`src/rtl/ami_spi_pkg.sv`:
```
// Shared constants and state encoding for the AMI SPI responder.
// Frame layout on the wire, MSB first: R/Wn, address, data.
package ami_spi_pkg;

  localparam int DEF_ADDR_WIDTH = 7;
  localparam int DEF_DATA_WIDTH = 16;
  localparam int CMD_BITS       = 1 + DEF_ADDR_WIDTH;
  localparam int FRAME_BITS     = CMD_BITS + DEF_DATA_WIDTH;
  localparam logic RW_READ      = 1'b1;

  typedef enum logic [1:0] {
    ST_IDLE_WAIT = 2'd0,
    ST_IDLE      = 2'd1,
    ST_CMD       = 2'd2,
    ST_DATA      = 2'd3
  } spi_state_e;

endpackage

```
`src/rtl/spi_pin_sync.sv`:
```
// Brings the asynchronous SPI pins into the system clock domain and
// produces SCLK edge pulses aligned with the delayed CSB/SDI levels.
module spi_pin_sync #(
  parameter int SYNC_STAGES = 2
) (
  input  logic clk_i,
  input  logic rst_i,
  input  logic sclk_i,
  input  logic csb_i,
  input  logic sdi_i,
  output logic csb_o,
  output logic sdi_o,
  output logic sclkRise_o,
  output logic sclkFall_o
);

  // Bit 2 = SCLK, bit 1 = CSB, bit 0 = SDI.
  logic [2:0] chain_q [SYNC_STAGES];
  logic [2:0] prev_q;
  logic       rise_q;
  logic       fall_q;

  always_ff @(posedge clk_i or posedge rst_i) begin
    if (rst_i) begin
      for (int i = 0; i < SYNC_STAGES; i++) chain_q[i] <= '0;
      prev_q <= '0;
      rise_q <= 1'b0;
      fall_q <= 1'b0;
    end else begin
      chain_q[0] <= {sclk_i, csb_i, sdi_i};
      for (int i = 1; i < SYNC_STAGES; i++) chain_q[i] <= chain_q[i-1];
      prev_q <= chain_q[SYNC_STAGES-1];
      rise_q <= chain_q[SYNC_STAGES-1][2] & ~prev_q[2];
      fall_q <= ~chain_q[SYNC_STAGES-1][2] & prev_q[2];
    end
  end

  assign csb_o      = prev_q[1];
  assign sdi_o      = prev_q[0];
  assign sclkRise_o = rise_q;
  assign sclkFall_o = fall_q;

endmodule

```
`src/rtl/ami_spi_responder.sv`:
```
// SPI mode-0 responder: decodes R/Wn+address+data frames into register
// write/read strobes and returns read data on SDO.
module ami_spi_responder
  import ami_spi_pkg::*;
#(
  parameter int ADDR_WIDTH  = DEF_ADDR_WIDTH,
  parameter int DATA_WIDTH  = DEF_DATA_WIDTH,
  parameter int SYNC_STAGES = 2,
  parameter int RD_LATENCY  = 2
) (
  input  logic                  sysClk,
  input  logic                  sysReset,
  input  logic                  spiClk,
  input  logic                  spiCSB,
  input  logic                  spiSDI,
  output logic                  spiSDO,
  output logic                  spiSDOEnable,
  output logic                  wrStrobe,
  output logic [ADDR_WIDTH-1:0] wrAddr,
  output logic [DATA_WIDTH-1:0] wrData,
  output logic                  rdStrobe,
  output logic [ADDR_WIDTH-1:0] rdAddr,
  input  logic [DATA_WIDTH-1:0] rdData,
  output logic                  frameError,
  output logic                  busy
);

  localparam int FrameLen = 1 + ADDR_WIDTH + DATA_WIDTH;
  localparam int CmdLen   = 1 + ADDR_WIDTH;
  localparam int CntW     = $clog2(FrameLen + 2);
  localparam logic [CntW-1:0] CntFrame   = CntW'(FrameLen);
  localparam logic [CntW-1:0] CntSat     = CntW'(FrameLen + 1);
  localparam logic [CntW-1:0] CntCmdLast = CntW'(CmdLen - 1);

  logic csbHigh, sdiBit, sclkRise, sclkFall;

  spi_pin_sync #(.SYNC_STAGES(SYNC_STAGES)) uPinSync (
    .clk_i      (sysClk),
    .rst_i      (sysReset),
    .sclk_i     (spiClk),
    .csb_i      (spiCSB),
    .sdi_i      (spiSDI),
    .csb_o      (csbHigh),
    .sdi_o      (sdiBit),
    .sclkRise_o (sclkRise),
    .sclkFall_o (sclkFall)
  );

  spi_state_e            state_q, state_d;
  logic [CntW-1:0]       cnt_q, cnt_d;
  logic [FrameLen-1:0]   rx_q, rx_d;
  logic [DATA_WIDTH-1:0] tx_q, tx_d;
  logic                  isRead_q, isRead_d;
  logic                  sdo_q, sdo_d, sdoEn_q, sdoEn_d;
  logic                  wrStrobe_q, wrStrobe_d, rdStrobe_q, rdStrobe_d;
  logic [ADDR_WIDTH-1:0] wrAddr_q, wrAddr_d, rdAddr_q, rdAddr_d;
  logic [DATA_WIDTH-1:0] wrData_q, wrData_d;
  logic                  frameErr_q, frameErr_d, busy_q, busy_d;
  logic [RD_LATENCY-1:0] pipe_q, pipe_d;

  always_ff @(posedge sysClk or posedge sysReset) begin
    if (sysReset) begin
      state_q    <= ST_IDLE_WAIT;
      cnt_q      <= '0;
      rx_q       <= '0;
      tx_q       <= '0;
      isRead_q   <= 1'b0;
      sdo_q      <= 1'b0;
      sdoEn_q    <= 1'b0;
      wrStrobe_q <= 1'b0;
      wrAddr_q   <= '0;
      wrData_q   <= '0;
      rdStrobe_q <= 1'b0;
      rdAddr_q   <= '0;
      frameErr_q <= 1'b0;
      busy_q     <= 1'b0;
      pipe_q     <= '0;
    end else begin
      state_q    <= state_d;
      cnt_q      <= cnt_d;
      rx_q       <= rx_d;
      tx_q       <= tx_d;
      isRead_q   <= isRead_d;
      sdo_q      <= sdo_d;
      sdoEn_q    <= sdoEn_d;
      wrStrobe_q <= wrStrobe_d;
      wrAddr_q   <= wrAddr_d;
      wrData_q   <= wrData_d;
      rdStrobe_q <= rdStrobe_d;
      rdAddr_q   <= rdAddr_d;
      frameErr_q <= frameErr_d;
      busy_q     <= busy_d;
      pipe_q     <= pipe_d;
    end
  end

  always_comb begin
    state_d    = state_q;
    cnt_d      = cnt_q;
    rx_d       = rx_q;
    tx_d       = tx_q;
    isRead_d   = isRead_q;
    sdo_d      = sdo_q;
    sdoEn_d    = sdoEn_q;
    wrStrobe_d = 1'b0;
    wrAddr_d   = wrAddr_q;
    wrData_d   = wrData_q;
    rdStrobe_d = 1'b0;
    rdAddr_d   = rdAddr_q;
    frameErr_d = 1'b0;
    pipe_d     = pipe_q << 1;
    pipe_d[0]  = rdStrobe_q;

    if (pipe_q[RD_LATENCY-1]) tx_d = rdData;

    unique case (state_q)
      ST_IDLE_WAIT: if (csbHigh) state_d = ST_IDLE;
      ST_IDLE: begin
        if (!csbHigh) begin
          state_d  = ST_CMD;
          cnt_d    = '0;
          rx_d     = '0;
          isRead_d = 1'b0;
        end
      end
      default: begin
        // CSB rising is checked first so a coincident SCLK edge is dropped.
        if (csbHigh) begin
          state_d = ST_IDLE;
          sdo_d   = 1'b0;
          sdoEn_d = 1'b0;
          if (cnt_q == CntFrame) begin
            if (!isRead_q) begin
              wrStrobe_d = 1'b1;
              wrAddr_d   = rx_q[FrameLen-2 -: ADDR_WIDTH];
              wrData_d   = rx_q[DATA_WIDTH-1:0];
            end
          end else begin
            frameErr_d = 1'b1;
          end
        end else begin
          if (sclkRise) begin
            if (cnt_q < CntFrame) rx_d = {rx_q[FrameLen-2:0], sdiBit};
            if (cnt_q != CntSat) cnt_d = cnt_q + CntW'(1);
            if (state_q == ST_CMD && cnt_q == CntCmdLast) begin
              state_d  = ST_DATA;
              isRead_d = (rx_q[CmdLen-2] == RW_READ);
              sdoEn_d  = isRead_d;
              if (isRead_d) begin
                rdStrobe_d = 1'b1;
                rdAddr_d   = {rx_q[ADDR_WIDTH-2:0], sdiBit};
              end
            end
          end
          if (sclkFall && state_q == ST_DATA && isRead_q) begin
            sdo_d = tx_q[DATA_WIDTH-1];
            tx_d  = {tx_q[DATA_WIDTH-2:0], 1'b0};
          end
        end
      end
    endcase

    busy_d = (state_d == ST_CMD) || (state_d == ST_DATA);
  end

  assign spiSDO       = sdo_q;
  assign spiSDOEnable = sdoEn_q;
  assign wrStrobe     = wrStrobe_q;
  assign wrAddr       = wrAddr_q;
  assign wrData       = wrData_q;
  assign rdStrobe     = rdStrobe_q;
  assign rdAddr       = rdAddr_q;
  assign frameError   = frameErr_q;
  assign busy         = busy_q;

endmodule
```
`config.mk`:
```
export PLATFORM = sky130hd
export DESIGN_NAME = ami_spi_responder
export DESIGN_NICKNAME = d
export VERILOG_FILES = /design/src/rtl/ami_spi_pkg.sv /design/src/rtl/spi_pin_sync.sv /design/src/rtl/ami_spi_responder.sv
export SDC_FILE = /design/constraint.sdc
export NUM_CORES = 1
export LEC_CHECK = 0
export CORE_MARGIN = 2
export CORE_UTILIZATION = 54
export CTS_CLUSTER_SIZE = 20
export DETAILED_ROUTE_END_ITERATION = 10
export GPL_TIMING_DRIVEN = 0
export PLACE_DENSITY_LB_ADDON = 0.15
export SLEW_MARGIN = 20
export SYNTH_ARGS = -nofsm -noshare
export SYNTH_HDL_FRONTEND = slang
export SYNTH_SLANG_ARGS = --single-unit
```
`constraint.sdc`:
```
create_clock -name sysClk -period 4.33 [get_ports sysClk]
set_clock_uncertainty 0.1 [all_clocks]
set_input_delay 0.866 -clock sysClk [delete_from_list [all_inputs] [get_ports sysClk]]
set_output_delay 0.866 -clock sysClk [all_outputs]
set_load 0.005 [all_outputs]
```
# == Yosys cells after proc, flatten, opt, wreduce, memory -nomap -nowiden ==
# Index checks and enable logic that the tools add are counted.
# totals
register_bits,96
out_inout_bits,36
# op_classes
addsub,1
n_lt_le_gt_ge,1
eq_ne,8
n_mux,40
n_bitwise,8
reduce_logical,20
# op_table
cell,n
$mux 23,4
$mux 16,4
$pmux 23 s2,1
$mux 5,4
$mux 1,19
$reduce_and 4->1,4
$reduce_bool 2->1,7
$mux 2,5
$pmux 5 s2,1
$eq 2x2->1 const B,4
$not 1->1,6
$add 5x1->5 const B,1
$eq 5x3->1 const B,1
$eq 5x5->1 const B,1
$lt 5x5->1 const B,1
$ne 5x5->1 const B,1
$reduce_and 5->1,1
$pmux 2 s2,1
$logic_and 1x1->1,3
$reduce_and 3->1,1
$and 1x1->1,2
$eq 2x1->1 const B,1
$logic_not 2->1,1
$pmux 1 s2,1
3 further kinds,3

# == Longest topological paths before layout ==
# Gate-level depths: netlist of the first run.
# logic_depth
ltp_word,8
mapped_depth,6
ltp_nobuf,5

# == By module ==
# From an unflattened synthesis of the first run, not the netlist that was laid out.
# unflattened
hier_cells,302
area_unflattened_um2,3863.7
# by_module_without_submodules
module,n_inst,cells_each,area_each_um2,seq_area_each_um2
ami_spi_responder,1,288,3569.7,2102.0
spi_pin_sync,1,14,294.0,275.3

# == Least setup slack after synthesis of the first run ==
# OpenSTA, ideal clock, no wires.
# synth_timing
kind,flip-flop to flip-flop
from,register cnt_q[0]
to,"register wrAddr_q[0], in the netlist wrAddr[0]"
arrival_ps,1580
required_ps,4105
setup_slack_ps,2525
path_stages_with_launch,7
cell_sequence,dfrtp_1 -> inv_1 -> ha_1 -> nand4b_4 -> nor3_4 -> buf_6 -> mux2_2
# synth_via
elab_chain_cells,2
# synth_lines
item,line,rtl
"start, declared",ami_spi_responder.sv:50,"logic [CntW-1:0] cnt_q, cnt_d;"
"start signal, assigned",ami_spi_responder.sv:80,cnt_q <= cnt_d;
$eq 5x5->1,ami_spi_responder.sv:132,if (cnt_q == CntFrame) begin
$reduce_and 4->1 (no source line),--,
"end signal, assigned",ami_spi_responder.sv:87,wrAddr_q <= wrAddr_d;
"end, declared",ami_spi_responder.sv:56,"logic [ADDR_WIDTH-1:0] wrAddr_q, wrAddr_d, rdAddr_q, rdAddr_d;"
# No other way between the ends.
# A chain may end at the register's enable or synchronous reset.

# == Worst setup path after layout of the first run ==
# layout_timing
from,"register wrData_q[6], in the netlist wrData[6]"
to,output wrData[6]
# layout_lines
item,line,rtl
"start, declared",ami_spi_responder.sv:57,"logic [DATA_WIDTH-1:0] wrData_q, wrData_d;"
"start signal, assigned",ami_spi_responder.sv:88,wrData_q <= wrData_d;
"end, declared",ami_spi_responder.sv:20,"output logic [DATA_WIDTH-1:0] wrData,"
# No word-level cell between the ends.

==> run_results.csv, run 1 <==
group,metric,value,unit
timing,finalHoldViolations,0,
timing,worst_pin_slew,502.8,ps
placed_design,dp_hpwl,4606,um
clocking,clockBufferDepth,2,
power_and_ir_drop,p_per_area,381.0,nW/um^2
global_route,grt_util_all_layers,18.94,%
critical_path,path_depth,1,
placed_design,placedCellCount,453,
critical_path,critPathKind,"flop to output port",
power_and_ir_drop,p_leak,0.002130,uW
timing,final-max-slew-violation-count,0,
synth,synthCells,300,
drt,drc_errors,0,
timing,setup_violations,0,
power_and_ir_drop,total_power,1833,uW
clocking,clock_latency,360,ps
critical_path,cp_num_buf_inv,1,
synth,ys_seq_elements,95,
finish,nFillCells,545,
synth,yosysUniqueCellTypes,34,
critical_path,worstPathRequired,3360,ps
drt,drt-pass1-iter-count,4,
global_route,grt_max_degree,85,
finish,area_growth,23.32,%
critical_path,end_kind,"output port",
synth,synth-main-ff-cell,"dfrtp_1",
finish,utilization,69.64,%
clocking,clkTransAtPathRegs,90,ps
critical_path,start_kind,"flop",
drt,vias,2423,
timing,fmax,449.1,MHz
synth,ys_seq_area_share,60.96,%
synth,syn-cell-area,3900,um^2
finish,drive_above_1_share,20.91,%
floorplanning,die_w,88.99,um
global_route,grt_pass1_wl,11360,um
drt,drt_iter0_markers,115,
timing,slew_headroom,66.48,%
timing,fin_crit,2226,ps
critical_path,r2r_start,"cnt_q[0]$_DFFE_PP0P_",
critical_path,path_cells,"clkdlybuf4s50_1",
synth,synth_warnings,0,
global_route,grt_pass1_vias,2409,
floorplanning,rows,30,
clocking,cts.sinks,95,
timing,period_share,51.42,%
floorplanning,core,6907,um^2
global_route,antenna_found_initial,0,
clocking,cts_setup_buffers,0,
critical_path,crit_family,"buffers and inverters",
floorplanning,fp.dieH,88.99,um
critical_path,r2r_slack,2290,ps
synth,syn-mean-instance-area,13.00,um^2
power_and_ir_drop,ir_drop,0.0002600,V
job,drv_cap,0,
critical_path,slowest_delay,520,ps
placed_design,gp_congestion,0.7343,
drt,ant_nets,0,
clocking,cts-hold-fix-buffers,0,
finish,layout_common_cells,"dfrtp_1, clkdlybuf4s50_1, mux2_2",
critical_path,crit_end,"wrData[6]",
floorplanning,io_pins,57,
critical_path,crit_path_start,"wrData[6]$_DFFE_PP0P_",
clocking,cts_tree,"yes",
global_route,grt-ovfl-total,0,
finish,mostFrequentLayoutCell,"dfrtp_1",
critical_path,worst-path-max-fanout,2,
timing,finalWorstSetupSlack,2104,ps
placed_design,post-place-ws,2279,ps
critical_path,arrival,1260,ps
synth,synthArstFlopShare,100.0,%
clocking,postCtsResizedCells,0,
placed_design,port-buffer-count,56,
finish,stdcell_count,469,
drt,via_per_inst,5.166,
floorplanning,initial_core_util,56.47,%
clocking,htree_levels,3,
finish,final_nets,392,
synth,syn-num-nets,324,
critical_path,r2r_end,"wrData[2]$_DFFE_PP0P_",
finish,n_antenna_cell,0,
synth,synth_edf_count,0,
clocking,cts_made_buffers,9,
critical_path,reg2regPathDepth,6,
critical_path,cp_slowest_cell,"clkdlybuf4s50_1",
min_path,hold_path_class,"flop to flop",
clocking,clockRootBuffer,"clkbuf_8",
drt,routedWlPerCell,14.65,um
floorplanning,die-area,7918,um^2
timing,rsz0062_at_grt,"false",
drt,drt_wl_total,6873,um
run_status,status,"finished clean",
-- final cells by class --
| cell class | instances | area (um^2) | share of cell area (%) |
|---|---|---|---|
| plain buffers | 18 | 106.4 | 2.211 |
| clock buffers | 10 | 127.6 | 2.653 |
| clock inverters | 6 | 68.82 | 1.431 |
| inverters | 16 | 65.06 | 1.353 |
| multi-input cells | 171 | 1356 | 28.20 |
| flip-flops and latches | 95 | 2377 | 49.43 |
| well taps | 96 | 120.1 | 2.497 |
| repair buffers | 57 | 588.1 | 12.23 |
-- flip-flops by register name (all words and copies together) (netlist names) --
signal	cells
rx_q	23
pipe_q	2
rdStrobe	1
wrData	16
isRead_q	1
state_q	1
spiSDOEnable	1
cnt_q	5
uPinSync.sclkFall_o	1
busy	1
uPinSync.chain_q	6
uPinSync.sclkRise_o	1
uPinSync.prev_q	3
tx_q	16
spiSDO	1
frameError	1
rdAddr	7
wrStrobe	1
wrAddr	7
-- worst min-delay path by stage --
stage	start	to	slack, ps	cells after the start
final	uPinSync.chain_q[5]$_DFF_PP0_	uPinSync.chain_q[2]$_DFF_PP0_	250	0
after global routing	pipe_q[0]$_DFF_PP0_	pipe_q[1]$_DFF_PP0_	270	0
after CTS	uPinSync.chain_q[0]$_DFF_PP0_	uPinSync.prev_q[0]$_DFF_PP0_	260	0
after detailed placement	uPinSync.chain_q[5]$_DFF_PP0_	uPinSync.chain_q[2]$_DFF_PP0_	240	0
after global placement	uPinSync.chain_q[1]$_DFF_PP0_	uPinSync.prev_q[1]$_DFF_PP0_	230	0
after floorplan	pipe_q[0]$_DFF_PP0_	pipe_q[1]$_DFF_PP0_	230	0
-- metrics by stage --
step / area, um^2 / hold slack [ps] / setup TNS [ps]
5_1_grt: 4810 / 266.5 / 0
6_report: 4810 / 254.0 / 0
2_1_floorplan: 3900 / 231.2 / 0
3_3_place_gp: 4581 / 231.0 / -45030
3_5_place_dp: 4613 / 235.5 / 0
4_1_cts: 4810 / 255.6 / 0
-- where the power goes --
part	leakage [uW]	switching (uW)	internal [uW]
clock network	0.0000851	302	269
registers	0.00121	42.1	939
logic	0.000840	139	142
-- synthesized netlist by cell type (2+ instances only) --
cell type | n | area share [%]
clkbuf_1 | 3 | 0.29
nor3_1 | 2 | 0.26
inv_1 | 16 | 1.5
buf_2 | 8 | 1.0
ha_1 | 3 | 0.96
dfrtp_1 | 95 | 61
nor2b_1 | 4 | 0.64
nand3_1 | 3 | 0.38
a221o_1 | 2 | 0.51
buf_6 | 2 | 0.58
nor2_1 | 15 | 1.4
a21oi_4 | 2 | 0.83
nand2_1 | 34 | 3.3
and3_1 | 3 | 0.48
buf_4 | 3 | 0.58
mux2i_1 | 30 | 7.7
clkbuf_2 | 2 | 0.26
mux2_2 | 40 | 12
o21ai_0 | 18 | 2.3
-- kinds of logic after synthesis --
kind of cell,share of synthesized area (%)
AOI/OAI and AO/OA,5.166
DFF,60.96
adders and majority gates,0.9626
buffers and inverters,4.267
muxes,19.54
and+or+nand+nor,9.111
-- per-layer routing --
layer	part of all wire, %	up-vias	wire length [um]	global-route usage [%]
li1	-	1157	-	-
met1	46	1204	3158	26.07
met2	48	52	3304	29.99
met3	4.4	10	301	3.324
met4	1.6	0	108	8.141
met5	0	-	0	0
No activity file was read; power rests on OpenSTA's default activity.
==> inputs of run 2 (changes only) <==
Settings changed: CORE_UTILIZATION 54 to 48.
Clock period 4.33 ns to 2 ns, I/O delays scaled along.
==> run_results.csv, run 2 (synthesis gave the netlist of run 1 again) <==
group,metric,value,unit
critical_path,cp_slowest_cell,"dfrtp_1",
power_and_ir_drop,ir_drop,0.0004971,V
floorplanning,io_pins,57,
timing,worst_pin_slew,465.4,ps
critical_path,crit_family,"flip-flops",
power_and_ir_drop,pwr-share-seq,52.3,%
power_and_ir_drop,pwr-share-clk,31.4,%
critical_path,critPathKind,"flop to flop",
floorplanning,die-area,8862,um^2
floorplanning,rows,32,
placed_design,dp_hpwl,4889,um
clocking,clockBufferDepth,2,
critical_path,arrival,2050,ps
finish,top_register,"rx_q",
global_route,grt_util_all_layers,17.21,%
critical_path,slowest_delay,430,ps
min_path,hold_path_class,"primary input to async pin",
finish,n_antenna_cell,0,
finish,area_growth,25.73,%
placed_design,gp_congestion,0.8165,
clocking,cts_tree,"yes",
power_and_ir_drop,power.internal,2997,uW
drt,drt_iter0_markers,121,
floorplanning,initial_core_util,49.95,%
power_and_ir_drop,p_sw,1072,uW
critical_path,crit_path_start,"cnt_q[0]$_DFFE_PP0P_",
clocking,cts.sinks,95,
drt,drt-pass1-iter-count,4,
power_and_ir_drop,swShare,26.35,%
timing,period_share,95.85,%
floorplanning,fp.dieH,94.14,um
finish,mostFrequentLayoutCell,"dfrtp_1",
clocking,cts_made_buffers,9,
finish,largest_reg_flops,23,
drt,routedWlPerCell,14.65,um
critical_path,worst-path-max-fanout,10,
global_route,grt-ovfl-total,0,
clocking,clkTransAtPathRegs,90,ps
power_and_ir_drop,p_leak,0.002183,uW
critical_path,cp_num_buf_inv,3,
clocking,cts-hold-fix-buffers,0,
critical_path,path_cells,"inv_2 > ha_2 > nand4b_4 > nor3_4 > buf_6 > buf_8 > mux2_2",
timing,setup_violations,0,
drt,drt_wl_total,7045,um
clocking,clock_latency,350,ps
critical_path,worstPathRequired,2130,ps
global_route,antenna_found_initial,0,
finish,nFillCells,617,
critical_path,r2r_start,"cnt_q[0]$_DFFE_PP0P_",
placed_design,port-buffer-count,56,
job,drv_cap,0,
power_and_ir_drop,comb_power_share,16.3,%
finish,stdcell_count,481,
placed_design,post-place-ws,-121.1,ps
floorplanning,die_w,94.14,um
drt,via_per_inst,5.050,
drt,drc_errors,0,
global_route,grt_pass1_wl,11830,um
finish,layout_common_cells,"dfrtp_1, clkdlybuf4s50_1, mux2_2",
timing,finalHoldViolations,0,
floorplanning,core,7807,um^2
critical_path,start_kind,"flop",
finish,drive_above_1_share,23.22,%
timing,slew_headroom,68.98,%
drt,vias,2429,
drt,ant_nets,0,
placed_design,placedCellCount,461,
timing,fmax,521.6,MHz
timing,final-max-slew-violation-count,0,
timing,fin_crit,1917,ps
clocking,htree_levels,3,
critical_path,end_kind,"flop",
global_route,grt_max_degree,35,
finish,final_nets,398,
global_route,grt_pass1_vias,2513,
power_and_ir_drop,p_per_area,830.0,nW/um^2
run_status,status,"finished clean",
clocking,clockRootBuffer,"clkbuf_8",
timing,finalWorstSetupSlack,82.96,ps
run 2: cell types whose count changed in the layout (fill, tap and decap cells not counted), sizes merged:
cell,before,now
buf,14,20
clkinvlp,4,2
clkinv,0,3
inv,17,16
run 2: per-stage QoR:
step | TNS [ps] | total power [uW] | instance area, um^2 | utilization [%] | hold WS, ps
finish | 0 | 4070 | 4903 | 62.80 | 224.9
floorplan | 0 | 2557 | 3904 | - | 231.2
global placement | -57160 | 2752 | 4592 | 58.81 | 234.5
global route | -2.026 | 4276 | 4903 | 62.80 | 234.7
CTS | 0 | 4074 | 4873 | 62.42 | 211.3
detailed placement | -1948 | 2791 | 4659 | 59.68 | 237.8
run 2: timing repair:
action,CTS,global route
setup endpoints to repair,19,14
resized for setup,0,5
pin swaps,1,1
cloned,0,1
setup buffers,1,2
run 2: path summary, 6_finish.rpt:
| check | cells past startpoint | to | slack [ps] |
|---|---|---|---|
| worst max-delay path | 7 | wrData[14]$_DFFE_PP0P_ | 80 |
| worst min-delay path | 2 | rdAddr[0]$_DFFE_PP0P_ | 220 |
| worst max register to register | 7 | wrData[14]$_DFFE_PP0P_ | 80 |
| worst min register to register | 0 | pipe_q[1]$_DFF_PP0_ | 260 |
| max in group asynchronous | 4 | rx_q[20]$_DFFE_PP0P_ | 950 |
| min in group sysClk | 0 | pipe_q[1]$_DFF_PP0_ | 260 |
run 2: metal layers:
| layer | part of all wire [%] | track usage [%] |
|---|---|---|
| met1 | 49 | 23.95 |
| met2 | 46 | 27.56 |
| met3 | 4.0 | 2.648 |
| met4 | 1.0 | 6.159 |
| met5 | 0 | 0 |
run 2: cell type report:
cell class / count / area [um^2] / area share, %
Sequential cell: 95 / 2377 / 48.48
Clock buffer: 10 / 137.6 / 2.807
Clock inverter: 6 / 68.82 / 1.403
Timing Repair Buffer: 63 / 659.4 / 13.45
Buffer: 18 / 110.1 / 2.245
Multi-Input combinational cell: 171 / 1359 / 27.71
Inverter: 16 / 63.81 / 1.301
Tap cell: 102 / 127.6 / 2.603
run 2: power groups by stage:
stage                     registers [uW]  clock network [uW]  logic (uW)
after floorplan                     2140                   0         413
after global routing                2140                1400         729
after detailed placement            2160                   0         630
after CTS                           2130                1310         634
after global placement              2160                   0         592
final                               2130                1280         665
